File: src/rtl/l2_pkg.sv
// Shared types and constants for the L2 victim allocation controller.
package l2_pkg;

  localparam int unsigned WAYS           = 16;
  localparam int unsigned WAY_W          = 4;
  localparam int unsigned STAMP_LAT_DFLT = 3;

  typedef enum logic [2:0] {
    StIdle,
    StSettle,
    StPick,
    StWb,
    StFill,
    StDone
  } state_e;

endpackage

File: src/rtl/l2_first_invalid.sv
// Lowest-index invalid way finder: 16-to-4 priority encoder on zero bits.
module l2_first_invalid
  import l2_pkg::*;
(
  input  logic [WAYS-1:0]  i_valid,
  output logic [WAY_W-1:0] o_idx,
  output logic             o_any_invalid
);

  // Scan high to low so the lowest invalid way wins.
  always_comb begin
    o_idx         = '0;
    o_any_invalid = 1'b0;
    for (int i = WAYS - 1; i >= 0; i--) begin
      if (!i_valid[i]) begin
        o_idx         = WAY_W'(i);
        o_any_invalid = 1'b1;
      end
    end
  end

endmodule

File: src/rtl/l2_victim_alloc.sv
// L2 replacement controller: hit stamping, victim pick, writeback and fill sequencing.
module l2_victim_alloc
  import l2_pkg::*;
#(
  parameter int unsigned STAMP_LAT = STAMP_LAT_DFLT
) (
  input  logic             i_clk,
  input  logic             i_reset_n,
  input  logic             i_req_valid,
  output logic             o_req_ready,
  input  logic             i_req_hit,
  input  logic [WAY_W-1:0] i_req_hit_way,
  input  logic [WAYS-1:0]  i_way_valid,
  input  logic [WAYS-1:0]  i_way_dirty,
  output logic             o_stamp_en,
  output logic [WAY_W-1:0] o_stamp_access,
  input  logic [WAY_W-1:0] i_oldest_way,
  output logic             o_wb_req,
  output logic [WAY_W-1:0] o_wb_way,
  input  logic             i_wb_ack,
  output logic             o_fill_req,
  output logic [WAY_W-1:0] o_fill_way,
  input  logic             i_fill_ack,
  output logic             o_rsp_done,
  output logic [WAY_W-1:0] o_rsp_way
);

  localparam int unsigned CNT_W = $clog2(STAMP_LAT + 1);

  state_e             r_state, w_state_d;
  logic [CNT_W-1:0]   r_cnt, w_cnt_d;
  logic [WAY_W-1:0]   r_victim, w_victim_d;
  logic               r_req_ready;
  logic               r_stamp_en, w_stamp_en_d;
  logic [WAY_W-1:0]   r_stamp_access, w_stamp_access_d;
  logic               r_wb_req, w_wb_req_d;
  logic [WAY_W-1:0]   r_wb_way, w_wb_way_d;
  logic               r_fill_req, w_fill_req_d;
  logic [WAY_W-1:0]   r_fill_way, w_fill_way_d;
  logic               r_rsp_done, w_rsp_done_d;
  logic [WAY_W-1:0]   r_rsp_way, w_rsp_way_d;

  logic [WAY_W-1:0]   w_inv_idx;
  logic               w_any_invalid;
  logic [WAY_W-1:0]   w_pick_way;
  logic               w_accept;

  l2_first_invalid u_first_invalid (
    .i_valid       (i_way_valid),
    .o_idx         (w_inv_idx),
    .o_any_invalid (w_any_invalid)
  );

  assign w_accept   = i_req_valid & r_req_ready;
  assign w_pick_way = w_any_invalid ? w_inv_idx : i_oldest_way;

  // Counter tracks how long the tracker's oldest-way output may still be stale.
  always_comb begin
    if (r_stamp_en) begin
      w_cnt_d = CNT_W'(STAMP_LAT);
    end else if (r_cnt != '0) begin
      w_cnt_d = r_cnt - 1'b1;
    end else begin
      w_cnt_d = '0;
    end
  end

  always_comb begin
    w_state_d        = r_state;
    w_victim_d       = r_victim;
    w_stamp_en_d     = 1'b0;
    w_stamp_access_d = '0;
    w_wb_req_d       = 1'b0;
    w_wb_way_d       = '0;
    w_fill_req_d     = 1'b0;
    w_fill_way_d     = '0;
    w_rsp_done_d     = 1'b0;
    w_rsp_way_d      = '0;
    unique case (r_state)
      StIdle: begin
        if (w_accept && i_req_hit) begin
          w_stamp_en_d     = 1'b1;
          w_stamp_access_d = i_req_hit_way;
          w_rsp_done_d     = 1'b1;
          w_rsp_way_d      = i_req_hit_way;
        end else if (w_accept) begin
          w_state_d = ((r_cnt != '0) || r_stamp_en) ? StSettle : StPick;
        end
      end
      StSettle: begin
        if (w_cnt_d == '0) w_state_d = StPick;
      end
      StPick: begin
        w_victim_d = w_pick_way;
        if (i_way_valid[w_pick_way] && i_way_dirty[w_pick_way]) begin
          w_state_d  = StWb;
          w_wb_req_d = 1'b1;
          w_wb_way_d = w_pick_way;
        end else begin
          w_state_d    = StFill;
          w_fill_req_d = 1'b1;
          w_fill_way_d = w_pick_way;
        end
      end
      StWb: begin
        if (i_wb_ack) begin
          w_state_d    = StFill;
          w_fill_req_d = 1'b1;
          w_fill_way_d = r_victim;
        end else begin
          w_wb_req_d = 1'b1;
          w_wb_way_d = r_victim;
        end
      end
      StFill: begin
        if (i_fill_ack) begin
          w_state_d        = StDone;
          w_stamp_en_d     = 1'b1;
          w_stamp_access_d = r_victim;
          w_rsp_done_d     = 1'b1;
          w_rsp_way_d      = r_victim;
        end else begin
          w_fill_req_d = 1'b1;
          w_fill_way_d = r_victim;
        end
      end
      StDone: begin
        w_state_d = StIdle;
      end
      default: begin
        w_state_d = StIdle;
      end
    endcase
  end

  always_ff @(posedge i_clk or negedge i_reset_n) begin
    if (!i_reset_n) begin
      r_state        <= StIdle;
      r_cnt          <= '0;
      r_victim       <= '0;
      r_req_ready    <= 1'b0;
      r_stamp_en     <= 1'b0;
      r_stamp_access <= '0;
      r_wb_req       <= 1'b0;
      r_wb_way       <= '0;
      r_fill_req     <= 1'b0;
      r_fill_way     <= '0;
      r_rsp_done     <= 1'b0;
      r_rsp_way      <= '0;
    end else begin
      r_state        <= w_state_d;
      r_cnt          <= w_cnt_d;
      r_victim       <= w_victim_d;
      r_req_ready    <= (w_state_d == StIdle);
      r_stamp_en     <= w_stamp_en_d;
      r_stamp_access <= w_stamp_access_d;
      r_wb_req       <= w_wb_req_d;
      r_wb_way       <= w_wb_way_d;
      r_fill_req     <= w_fill_req_d;
      r_fill_way     <= w_fill_way_d;
      r_rsp_done     <= w_rsp_done_d;
      r_rsp_way      <= w_rsp_way_d;
    end
  end

  assign o_req_ready    = r_req_ready;
  assign o_stamp_en     = r_stamp_en;
  assign o_stamp_access = r_stamp_access;
  assign o_wb_req       = r_wb_req;
  assign o_wb_way       = r_wb_way;
  assign o_fill_req     = r_fill_req;
  assign o_fill_way     = r_fill_way;
  assign o_rsp_done     = r_rsp_done;
  assign o_rsp_way      = r_rsp_way;

endmodule

File: config.mk
export PLATFORM = sky130hd
export DESIGN_NAME = l2_victim_alloc
export DESIGN_NICKNAME = d
export VERILOG_FILES = /design/src/rtl/l2_pkg.sv /design/src/rtl/l2_first_invalid.sv /design/src/rtl/l2_victim_alloc.sv
export SDC_FILE = /design/constraint.sdc
export NUM_CORES = 1
export LEC_CHECK = 0
export ABC_AREA = 0
export BUFFER_PORTS_ARGS = -buffer_cell sky130_fd_sc_hd__buf_2
export CORE_MARGIN = 10
export CORE_UTILIZATION = 42
export DETAILED_ROUTE_END_ITERATION = 12
export PLACE_DENSITY = 0.75
export SYNTH_ARGS = -nofsm -noshare
export SYNTH_HDL_FRONTEND = slang
export SYNTH_HIERARCHICAL = 1
export SYNTH_SLANG_ARGS = --single-unit
File: constraint.sdc
create_clock -name i_clk -period 1.32 [get_ports i_clk]
set_input_delay 0.33 -clock i_clk [delete_from_list [all_inputs] [get_ports i_clk]]
set_output_delay 0.33 -clock i_clk [all_outputs]
set_load 0.05 [all_outputs]
==> results by group <==
Routing
  • Vias/cell: 5.53
  • DRT met1 WL: 2110 um
  • DR DRC count: 0
  • Detailed Route WL: 5880 um
  • Routed wire per std cell: 17.0 um
  • Vias post-DR: 1908
  • Detail Route Antenna Nets: 0
  • Initial drt markers: 151
  • Max layer used: met4
  • Wire length on met3: 546 um
  • WL met2: 2910 um
  • Number of detailed-route iterations in the first pass: 6

STA
  • Max-slew headroom: 63.9%
  • Setup violators final: 17
  • Fin. Hold Viols: 0
  • Fin Hold WS: 198 ps
  • Least-Margin Pin Slew: 541 ps
  • Skew final: 1.54 ps
  • Setup ws final: -937 ps
  • Slew Viols, Final: 0
  • Fmax: 0.443 GHz
  • Fin crit period: 2260 ps
  • RSZ-0062 raised after global routing: true
  • Fin crit share: 171%

Status
  • Failing checks: negative setup slack
  • Status: finished with violations

Worst setup path
  • Worst R2R Setup Slack: -120 ps
  • Critical path data required time: 1580 ps
  • Critical path arrival: 2520 ps
  • Critical setup path kind: input pin to flip-flop
  • Nature of the critical path startpoint: input pin
  • Max Fanout on Critical Path: 4
  • Setup crit end kind: flip-flop

Synth
  • Netlist cell types: 40
  • Most frequent cells after synthesis: 37 x nand2_1, 25 x dfrtp_1, 14 x nor2_1
  • Ys async rst share: 100%
  • Synth Instances: 173
  • Most used DFF post-synth: dfrtp_1
  • Cell accounting for the most synthesized area: dfrtp_1
  • Register area share after synthesis: 41.9%
  • Syn avg cell area: 8.62 um^2
  • Post-synth top area share: 41.9%
  • Most frequent cell after synthesis: nand2_1
  • Synth warnings: 6
  • Syn nets: 219
  • Yosys reg bits: 25
  • Largest cells by area after synthesis: dfrtp_1 42%, nand2_1 9.3%, nor2_1 3.5%
  • Cell area after synthesis: 1490 um^2
  • Post-synth EDFFs: 0

Power and ir drop
  • Max VDD drop: 0.774 mV
  • Int Pwr: 1.67 mW
  • Switching Fraction: 44.0%
  • Pwr/cell area: 1140 nW/um^2
  • Clk pwr share: 11.7%
  • Flop pwr share: 36.7%
  • LEAKAGE: 1.40 nW
  • Logic pwr share: 51.6%
  • Sw Pwr: 1.31 mW

Placed design
  • HPWL after DPL: 3980 um
  • I/O Buffers: 66
  • Area after DPL: 2150 um^2
  • DP Worst Slack: -1370 ps
  • GPL Wtd Cong: 0.885

Die
  • FP Rows: 21
  • Die area: 6330 um^2
  • Die height: 79.6 um
  • Core Area: 3390 um^2
  • Initial Util: 44.0%
  • Die width: 79.6 um
  • Ports: 67

Global route
  • GRT Total Usage: 17.0%
  • GRT Residual Overflow: 0
  • Largest net degree at the start of global routing: 26
  • First-pass GRT wire length: 8650 um
  • Vias in the first global route: 1925
  • Initial antenna violation count: 0

Cells and area
  • Diode count: 0
  • Final core utilization: 77.4%
  • Final net count: 346
  • Final instance area: 2620 um^2
  • Synth-to-layout area growth: 75.9%
  • Share of layout cells above drive strength 1: 55.2%

Run
  • Max_cap viols: 0

Hold path
  • Hold Crit Class: input pin to flip-flop

CTS
  • CTS tree: yes
  • Clk pin slew, worst setup/hold paths: 130 ps
  • CTS root buf: clkbuf_4
  • CTS Sinks: 25
  • H-tree Lvls: 1
  • CTS Buffer Depth: 2
  • Inserted Clock Buffers: 3
  • Clk Latency, worst-skew pair: 330 ps
-- area by class of cell --
type                            count  area [um^2]
Fill cell                         214          766
Sequential cell                    25          627
Multi-Input combinational cell    134          936
Inverter                            6         22.5
Timing Repair Buffer              130          955
Tap cell                           46         57.6
Clock buffer                        4         26.3
-- critical path: stages --
cell and delay (ps):
buf_6 70, nand4_1 170, nor3_4 200, nand2_2 120, buf_6 150, mux2i_4 200
buf_6 150, mux2i_2 150, a32oi_1 220, o211ai_1 210, a211o_1 390, o21ai_2 150
-- registers in the layout (all words and copies together) (netlist names) --
name and flops:
o_fill_req 1, o_wb_way 4, o_rsp_way 4, r_victim 4
o_rsp_done 1, o_wb_req 1, r_state 3, o_req_ready 1
r_cnt 2, o_fill_way 4
-- worst paths after layout --
path	startpoint	to	cells after the start
max	i_way_valid[15]	o_fill_way[0]$_DFF_PN0_	12
min	i_wb_ack	o_wb_req$_DFF_PN0_	2
max reg2reg	r_state[1]$_DFF_PN0_	r_state[0]$_DFF_PN0_	6
min reg2reg	r_cnt[0]$_DFF_PN0_	r_cnt[1]$_DFF_PN0_	1
max in group asynchronous	i_reset_n	o_req_ready$_DFF_PN0_	2
min in group asynchronous	i_reset_n	r_state[1]$_DFF_PN0_	2
-- through the flow --
step                power [mW]  TNS, ps  std cells
floorplan                 1.95    -9930        173
global placement          2.38   -18910        319
detailed placement        2.41   -18820        319
CTS                       2.85   -11310        340
global route              3.15   -14050        345
finish                    2.98   -12260        345
-- placed cells by master, fill, tap and decap left out, types with 2 or more instances in the layout --
master,instances
buf_2,50
mux2_4,3
nand2_4,2
o21ai_2,5
clkbuf_4,9
nor3_1,2
mux2i_1,3
nor2_1,11
nor2_4,2
and3_1,6
a32o_1,2
o21ai_1,7
a21o_1,2
nand2b_1,4
dfrtp_1,24
inv_1,5
buf_6,25
nand4_1,4
a21oi_1,4
nand2_2,4
nand2_1,32
o21ai_0,2
nand3_1,7
a21oi_2,2
buf_4,47
mux2i_2,3
o32ai_1,2
a22o_1,4
-- power groups by stage --
stage | clock [mW] | combinational (mW) | sequential, mW
final | 0.350 | 1.54 | 1.09
after global placement | 0 | 1.29 | 1.09
after CTS | 0.352 | 1.41 | 1.08
after detailed placement | 0 | 1.31 | 1.10
after global routing | 0.380 | 1.65 | 1.12
after floorplan | 0 | 0.601 | 1.35
-- logic make-up (layout without fill, tap and decap cells) --
| logic type | count (synthesis) | after routing | synth area share (%) |
|---|---|---|---|
| and+or+nand+nor | 82 | 82 | 25.2 |
| muxes | 10 | 10 | 8.05 |
| DFF | 25 | 25 | 41.9 |
| buffers and inverters | 14 | 140 | 5.29 |
| AOI/OAI and AO/OA | 42 | 42 | 19.5 |
-- what timing repair did --
action | in CTS | in global routing
gates resized for setup | 38 | 38
hold buffers | 1 | 0
pin swaps | 11 | 13
buffers inserted | 16 | 5
endpoints found under the hold margin | 25 | 0
endpoints found under the setup margin | 20 | 30
-- per-layer routing --
layer  global-route usage (%)  up-vias
met5                        0        -
met4                     9.86        0
met3                     5.74       32
met2                     29.8      113
met1                     17.1      885
li1                         -      878
No activity file was read; power rests on OpenSTA's default activity.
